`src/rtl/wb_commit.sv`:
```
// Writeback/commit stage: buffers exec results in a small FIFO, retires them in order,
// and turns taken branches and exceptions into a single redirect pulse plus a wrong-path drain.
module wb_commit #(
  parameter int XLEN      = 64,
  parameter int DEPTH     = 2,   // power of two, >= 2
  parameter int FLUSH_CYC = 2    // >= 1
) (
  input  logic            clk,
  input  logic            rst,
  input  logic            in_valid,
  output logic            in_ready,
  input  logic [XLEN-1:0] in_pc,
  input  logic            in_rd_we,
  input  logic [4:0]      in_rd_idx,
  input  logic [XLEN-1:0] in_rd_val,
  input  logic            in_br_valid,
  input  logic [XLEN-1:0] in_br_target,
  input  logic            in_ex_valid,
  input  logic [XLEN-1:0] trap_vec,
  output logic            rf_we,
  output logic [4:0]      rf_waddr,
  output logic [XLEN-1:0] rf_wdata,
  output logic            redirect_valid,
  output logic [XLEN-1:0] redirect_pc,
  output logic [XLEN-1:0] epc,
  output logic [63:0]     retire_cnt
);

  localparam int AW = $clog2(DEPTH);
  localparam int CW = (FLUSH_CYC > 1) ? $clog2(FLUSH_CYC) : 1;

  typedef struct packed {
    logic [XLEN-1:0] pc;
    logic            rd_we;
    logic [4:0]      rd_idx;
    logic [XLEN-1:0] rd_val;
    logic            br_valid;
    logic [XLEN-1:0] br_target;
    logic            ex_valid;
  } entry_t;

  typedef enum logic [1:0] {RUN, REDIR, DRAIN} state_t;

  state_t          r_state;
  logic [CW-1:0]   r_drain_cnt;
  logic [AW:0]     r_wr_ptr, r_rd_ptr;
  entry_t          r_mem [DEPTH];
  logic [1:0]      r_rst_sync;
  logic            r_redirect_valid;
  logic [XLEN-1:0] r_redirect_pc;
  logic [XLEN-1:0] r_epc;
  logic [63:0]     r_retire_cnt;

  logic            w_rst_n;
  logic            w_empty, w_full;
  logic            w_commit, w_redir, w_push;
  entry_t          w_head, w_in;

  // Reset asserts immediately but releases only on a clock edge.
  always_ff @(posedge clk or negedge rst) begin
    if (!rst) r_rst_sync <= 2'b00;
    else      r_rst_sync <= {r_rst_sync[0], 1'b1};
  end
  assign w_rst_n = r_rst_sync[1];

  assign w_empty  = (r_wr_ptr == r_rd_ptr);
  assign w_full   = (r_wr_ptr[AW] != r_rd_ptr[AW]) &&
                    (r_wr_ptr[AW-1:0] == r_rd_ptr[AW-1:0]);
  assign w_head   = r_mem[r_rd_ptr[AW-1:0]];
  assign in_ready = (r_state != REDIR) && !w_full;

  assign w_commit = (r_state == RUN) && !w_empty;
  assign w_redir  = w_commit && (w_head.ex_valid || w_head.br_valid);
  // Pushes outside RUN are wrong-path; a push alongside a redirect is dropped too.
  assign w_push   = in_valid && in_ready && (r_state == RUN) && !w_redir;

  always_comb begin
    w_in           = '0;
    w_in.pc        = in_pc;
    w_in.rd_we     = in_rd_we;
    w_in.rd_idx    = in_rd_idx;
    w_in.rd_val    = in_rd_val;
    w_in.br_valid  = in_br_valid;
    w_in.br_target = in_br_target;
    w_in.ex_valid  = in_ex_valid;
  end

  always_comb begin
    rf_we    = w_commit && w_head.rd_we && (w_head.rd_idx != 5'd0) && !w_head.ex_valid;
    rf_waddr = rf_we ? w_head.rd_idx : 5'd0;
    rf_wdata = rf_we ? w_head.rd_val : '0;
  end

  always_ff @(posedge clk) begin
    if (w_push) r_mem[r_wr_ptr[AW-1:0]] <= w_in;
  end

  always_ff @(posedge clk or negedge w_rst_n) begin
    if (!w_rst_n) begin
      r_state          <= RUN;
      r_drain_cnt      <= '0;
      r_wr_ptr         <= '0;
      r_rd_ptr         <= '0;
      r_redirect_valid <= 1'b0;
      r_redirect_pc    <= '0;
      r_epc            <= '0;
      r_retire_cnt     <= '0;
    end else begin
      r_redirect_valid <= 1'b0;
      case (r_state)
        RUN: begin
          if (w_redir) begin
            r_state          <= REDIR;
            r_redirect_valid <= 1'b1;
            r_redirect_pc    <= w_head.ex_valid ? trap_vec : w_head.br_target;
            if (w_head.ex_valid) r_epc <= w_head.pc;
            r_wr_ptr         <= '0;
            r_rd_ptr         <= '0;
          end else begin
            if (w_commit) r_rd_ptr <= r_rd_ptr + 1'b1;
            if (w_push)   r_wr_ptr <= r_wr_ptr + 1'b1;
          end
        end
        REDIR: begin
          r_state     <= DRAIN;
          r_drain_cnt <= CW'(FLUSH_CYC - 1);
        end
        DRAIN: begin
          if (r_drain_cnt == '0) r_state <= RUN;
          else                   r_drain_cnt <= r_drain_cnt - 1'b1;
        end
        default: r_state <= RUN;
      endcase
      if (w_commit && !w_head.ex_valid) r_retire_cnt <= r_retire_cnt + 64'd1;
    end
  end

  assign redirect_valid = r_redirect_valid;
  assign redirect_pc    = r_redirect_pc;
  assign epc            = r_epc;
  assign retire_cnt     = r_retire_cnt;

endmodule

```
`config.mk`:
```
export PLATFORM = sky130hd
export DESIGN_NAME = wb_commit
export DESIGN_NICKNAME = d
export VERILOG_FILES = /design/src/rtl/wb_commit.sv
export SDC_FILE = /design/constraint.sdc
export NUM_CORES = 1
export LEC_CHECK = 0
export BUFFER_PORTS_ARGS = -buffer_cell sky130_fd_sc_hd__buf_2
export CORE_UTILIZATION = 49
export DETAILED_ROUTE_END_ITERATION = 8
export HOLD_SLACK_MARGIN = 0.08
export PLACE_DENSITY_LB_ADDON = 0.1
export SYNTH_ARGS = -nofsm -noshare
export SYNTH_HDL_FRONTEND = slang
export SYNTH_SLANG_ARGS = --single-unit
```
`constraint.sdc`:
```
create_clock -name clk -period 5.6 [get_ports clk]
set_input_delay 0 -clock clk [delete_from_list [all_inputs] [get_ports clk]]
set_output_delay 0 -clock clk [all_outputs]
set_load 0.05 [all_outputs]
```
Word level (Yosys, flattened, before mapping)
Memories as Yosys holds them, arrays and structs flattened.
Cells that the tools add are included.
{"block": "word_totals", "inputBits": 267, "output_inout_bits": 264, "regBits": 202, "memories": 1, "ramBits": 400, "elab_cells": 64}
{"block": "op_classes", "reduce_logical": 26, "eq_ne": 8, "mux": 16, "addsub": 4}
{"name": "r_mem", "depth": 2, "width": 200, "rd": 1, "rd_ports_with_merged_regs": 0, "write_ports": 1, "line": "47", "text": "entry_t r_mem [DEPTH];"}
{"operator": "$mux W64", "n": 2}
{"operator": "$add A64 B1 Y64 const B", "n": 1}
{"operator": "$mux W2", "n": 6}
{"operator": "$logic_and A1 B1 Y1", "n": 11}
{"operator": "$reduce_and A2 Y1", "n": 4}
{"operator": "$pmux W2 S3", "n": 1}
{"operator": "$reduce_bool A2 Y1", "n": 3}
{"operator": "$mux W1", "n": 5}
{"operator": "$mux W5", "n": 1}
{"operator": "$reduce_bool A5 Y1", "n": 1}
{"operator": "$add A2 B1 Y2 const B", "n": 2}
{"operator": "$logic_not A1 Y1", "n": 4}
{"operator": "$ne A2 B2 Y1 const B", "n": 2}
{"operator": "$reduce_and A3 Y1", "n": 1}
{"operator": "$eq A2 B1 Y1 const B", "n": 1}
{"operator": "$eq A2 B2 Y1", "n": 1}
{"operator": "$eq A2 B2 Y1 const B", "n": 1}
{"operator": "$logic_not A2 Y1", "n": 1}
{"operator": "$ne A2 B1 Y1 const B", "n": 1}
{"operator": "$pmux W1 S2", "n": 1}
{"operator": "$eq A1 B1 Y1", "n": 1}
{"operator": "$logic_or A1 B1 Y1", "n": 1}
{"operator": "$ne A1 B1 Y1", "n": 1}
{"operator": "$sub A1 B1 Y1 const B", "n": 1}

Depth between registers and ports, before layout
{"block": "logic_depth", "depth_word": 9, "depth_mapped": 9}

Worst setup path after synthesis
Ideal clock, no wire load.
{"block": "synth_timing", "path_type": "reg2reg", "from": "register r_rd_ptr[0]", "to": "memory r_mem[0][0] (netlist bit), enable pin", "t_required_ps": 4837, "path_buffers": 3, "t_arrival_ps": 9956, "path_stages_with_launch": 9, "setup_time_ps": 763, "slack_ps": -5119, "synth_period_minus_slack_ps": 10719, "cell_sequence": "dfrtp_1 buf_4 xor2_2 o21a_1 nand2_1 clkbuf_1 clkbuf_1 nand2_1 nor2_1"}
{"block": "synth_via", "elab_chain_cells": 9, "elab_cells_between_ends": 16}
{"item": "from (decl)", "line": "46", "text": "logic [AW:0] r_wr_ptr, r_rd_ptr;"}
{"item": "from (signal assigned)", "line": "120", "text": "if (w_commit) r_rd_ptr <= r_rd_ptr + 1'b1;"}
{"item": "$eq A1 B1 Y1", "line": "68", "text": "(r_wr_ptr[AW-1:0] == r_rd_ptr[AW-1:0]);"}
{"item": "$logic_and A1 B1 Y1", "line": "67", "text": "assign w_full = (r_wr_ptr[AW] != r_rd_ptr[AW]) &&"}
{"item": "$logic_not A1 Y1", "line": "70", "text": "assign in_ready = (r_state != REDIR) && !w_full;"}
{"item": "$logic_and A1 B1 Y1", "line": "70"}
{"item": "$logic_and A1 B1 Y1 (2 in series)", "line": "75", "text": "assign w_push = in_valid && in_ready && (r_state == RUN) && !w_redir;"}
{"item": "$logic_and A1 B1 Y1 *", "line": "75"}
{"item": "$mux W1 *", "line": "95", "text": "if (w_push) r_mem[r_wr_ptr[AW-1:0]] <= w_in;"}
{"item": "$mux W1 (not written as such) *", "line": "95"}
{"item": "to (decl)", "line": "47"}
Every way passes the cells marked *; elsewhere a longest branch is shown, timed or not.

Worst setup path after layout
{"block": "layout_timing", "from": "register r_rd_ptr[0]", "to": "output rf_wdata[36]"}
{"block": "layout_via", "elab_chain_cells": 7, "elab_cells_between_ends": 10}
{"item": "parallel branches: the longest is 6 deep, another holds $mem_v2 Z2 W200"}
{"item": "$mux W64 *", "line": "91", "text": "rf_wdata = rf_we ? w_head.rd_val : '0;"}
{"item": "to (decl)", "line": "22", "text": "output logic [XLEN-1:0] rf_wdata,"}
Mark *: on every way between the ends.

==> impl_metrics.ini <==
[grt]
grt_max_degree = 123
antenna_found_initial = 10
grt_usage_pct = 23.84
grt_pass1_vias = 16080
grt_pass1_wl_mm = 87.91
grt_overflow_total = 0

[synthesis]
yosys_warnings = 0
ys_async_sr_fraction_pct = 33.55
ys_seq_area_share_pct = 73.66
yosys.cell_types.count = 45
syn_avg_cell_area_um2 = 14.39
synth-edff-count = 400
ys.flop_type = edfxtp_1
netlist_area_mm2 = 0.02317
synth.net_count = 1881
ys_ff_latch = 602
synth_cells = 1610

[sta]
fin_tns_setup_ns = 0
rsz0062_at_grt = no
worst_pin_slew_ns = 1.137
timing.final.crit_share_pct = 65.59
setup-violations-final = 0
hold_viol = 0
slew_violations = 0
slew_headroom_pct = 24.17
clock_skew_ns = 0.01312
layout_min_cycle_time_ns = 3.673
fmax_mhz = 272.3
fin_ws_ns = 1.927

[setup_path]
worst_setup_path_start_kind = register
crit_fanout = 50
required_ns = 5.60
cp_top_family = flip-flops
path_class = reg -> out
path_cells = mux2i_2 -> o211a_1 -> nand2_2 -> buf_4 -> nor2_1 -> buf_2
slowest_stage = dfrtp_4
path_buf_inv = 2
end_kind = primary output
critPathArrivalTime_ns = 3.67
cp_slowest_stage_delay_ns = 0.96

[power_and_ir_drop]
finalPower_mw = 15.74
ir_drop_uv = 448.5
p_per_area_mw_per_mm2 = 499.4
p_leak_nw = 13.10

[cells_and_area]
final_common_cell = buf_2
nFillCells = 3310
drive_gt1_share_pct = 26.03
final_nets = 2723
multi_input_area_mm2 = 0.005762
seq_area_mm2 = 0.01707
final_cell_mix = 530 x buf_2, 400 x edfxtp_1, 318 x dlygate4sd3_1
syn2layout_area_growth_pct = 36.05

[clocking]
cts-resized-gates = 0
cts_tree = done
path_clk_slew_ns = 0.06
clk_path_buf_depth = 3
clock_sinks = 602
cts-root-buf = clkbuf_16
post_cts_buffers = 0
cts.htree.levels = 2
cts_buffers = 59
clk-insertion-delay-late_ns = 0.62
postCtsHoldBufs = 318

[die]
dieArea_mm2 = 0.04816
io_pins = 531
fp.dieW_um = 219.4
chipHeight_um = 219.4
core-area_mm2 = 0.04656
rows = 79
initial_core_util_pct = 49.76

[route]
drcViolationCount = 0
vias = 15980
via_per_inst = 5.119
wl_per_cell_um = 18.81
ant_nets = 0
first_iter_violations = 1180
wl_mm = 58.70
firstDrtPassIters = 5

[placed_design]
gp_congestion = 0.8190
dp.final_hpwl_mm = 36.12
dp_slack_ns = 2.412
io_buffer_count = 530

[outcome]
status = finished, final reports clean

[worst_hold_path]
hold_path.class = in -> reg

[run]
drv_cap = 0
==> power by group <==
group / internal [mW] / switching (mW) / leakage, nW / total, mW
combinational: 1.42 / 4.08 / 5.98 / 5.49
clock: 2.14 / 1.65 / 0.901 / 3.79
sequential: 6.00 / 0.460 / 6.22 / 6.46
total: 9.55 / 6.19 / 13.1 / 15.7
==> worst paths after layout <==
path	from	to	slack, ns	depth (start not counted)
setup / recovery	r_rd_ptr[0]$_DFFE_PN0P_	rf_wdata[36]	1.93	6
hold / removal	in_rd_val[27]	r_mem[1][93]$_DFFE_PP_	0.11	2
setup reg to reg	r_rd_ptr[0]$_DFFE_PN0P_	retire_cnt[55]$_DFFE_PN0P_	2.43	5
hold reg to reg	r_rst_sync[1]$_DFF_PN0_	retire_cnt[21]$_DFFE_PN0P_	0.15	0
max in group asynchronous	r_rst_sync[1]$_DFF_PN0_	epc[12]$_DFFE_PN0P_	4.19	1
min in group asynchronous	r_rst_sync[1]$_DFF_PN0_	retire_cnt[21]$_DFFE_PN0P_	0.15	0
==> routing by layer <==
metal  part of all wire, %  track usage, %  vias up
li1                      -               -     7531
met1                    39           29.00     7834
met2                    50           40.28      498
met3                   7.4           6.389      112
met4                   3.2           9.444        0
met5                     0               0        -
==> cell type report <==
class	instances	area share (%)
multi-input combinational	915	18.28
sequential	602	54.17
clock inverter	31	0.6470
tap	607	2.409
inverter	13	0.1548
clock buffer	79	5.216
antenna	13	0.1032
timing repair buffer	861	19.02
==> cells in the mapped netlist, types with 2 or more instances <==
library cell | number | area [um2]
edfxtp_1 | 400 | 12010
dfrtp_1 | 202 | 5055
mux2i_1 | 198 | 1982
nand2_1 | 160 | 600.6
nor2_1 | 158 | 593.1
o21ai_0 | 132 | 660.6
a21oi_1 | 67 | 335.3
clkbuf_1 | 53 | 198.9
xor2_1 | 35 | 306.5
xnor2_1 | 32 | 280.3
nand3_1 | 26 | 130.1
nand4_1 | 25 | 156.4
buf_1 | 19 | 71.32
nor3_1 | 15 | 75.07
inv_1 | 13 | 48.80
and3_1 | 10 | 62.56
nor4_1 | 9 | 56.30
buf_2 | 5 | 25.02
nor4_2 | 5 | 62.56
ha_1 | 4 | 50.05
or3_1 | 4 | 25.02
and2_1 | 3 | 18.77
and4_1 | 3 | 26.28
nand4_2 | 3 | 37.54
nor3_2 | 3 | 30.03
or4_1 | 3 | 22.52
buf_6 | 2 | 22.52
mux2_2 | 2 | 22.52
or4b_1 | 2 | 20.02
xor2_2 | 2 | 32.53
==> through the flow <==
stage | std cells | util, % | instance area (um2) | hold slack [ns]
floorplan | 1610 | - | 23180 | -0.2956
global placement | 2680 | 56.83 | 26460 | -0.2148
detailed placement | 2680 | 56.83 | 26460 | -0.2102
CTS | 3108 | 67.63 | 31490 | 0.08003
global route | 3116 | 67.68 | 31510 | 0.09512
finish | 3121 | 67.70 | 31520 | 0.1148
==> cells by family after synthesis <==
kind of cell,after synthesis,synth area share [%]
muxes,201,8.711
and+or+nand+nor,435,8.576
AOI/OAI and AO/OA,205,4.531
xor gates and xnor gates,69,2.673
other,1,0.01619
adders and majority gates,4,0.2160
DFF,602,73.66
buffers and inverters,93,1.615
==> registers in the layout (all words and copies together) (netlist names) <==
register and cells:
epc 64, r_drain_cnt 1, r_mem 400, r_rd_ptr 2, r_rst_sync 2, r_state 2, r_wr_ptr 2, redirect_pc 64
redirect_valid 1, retire_cnt 64
Power figures use the tool's default switching activity.
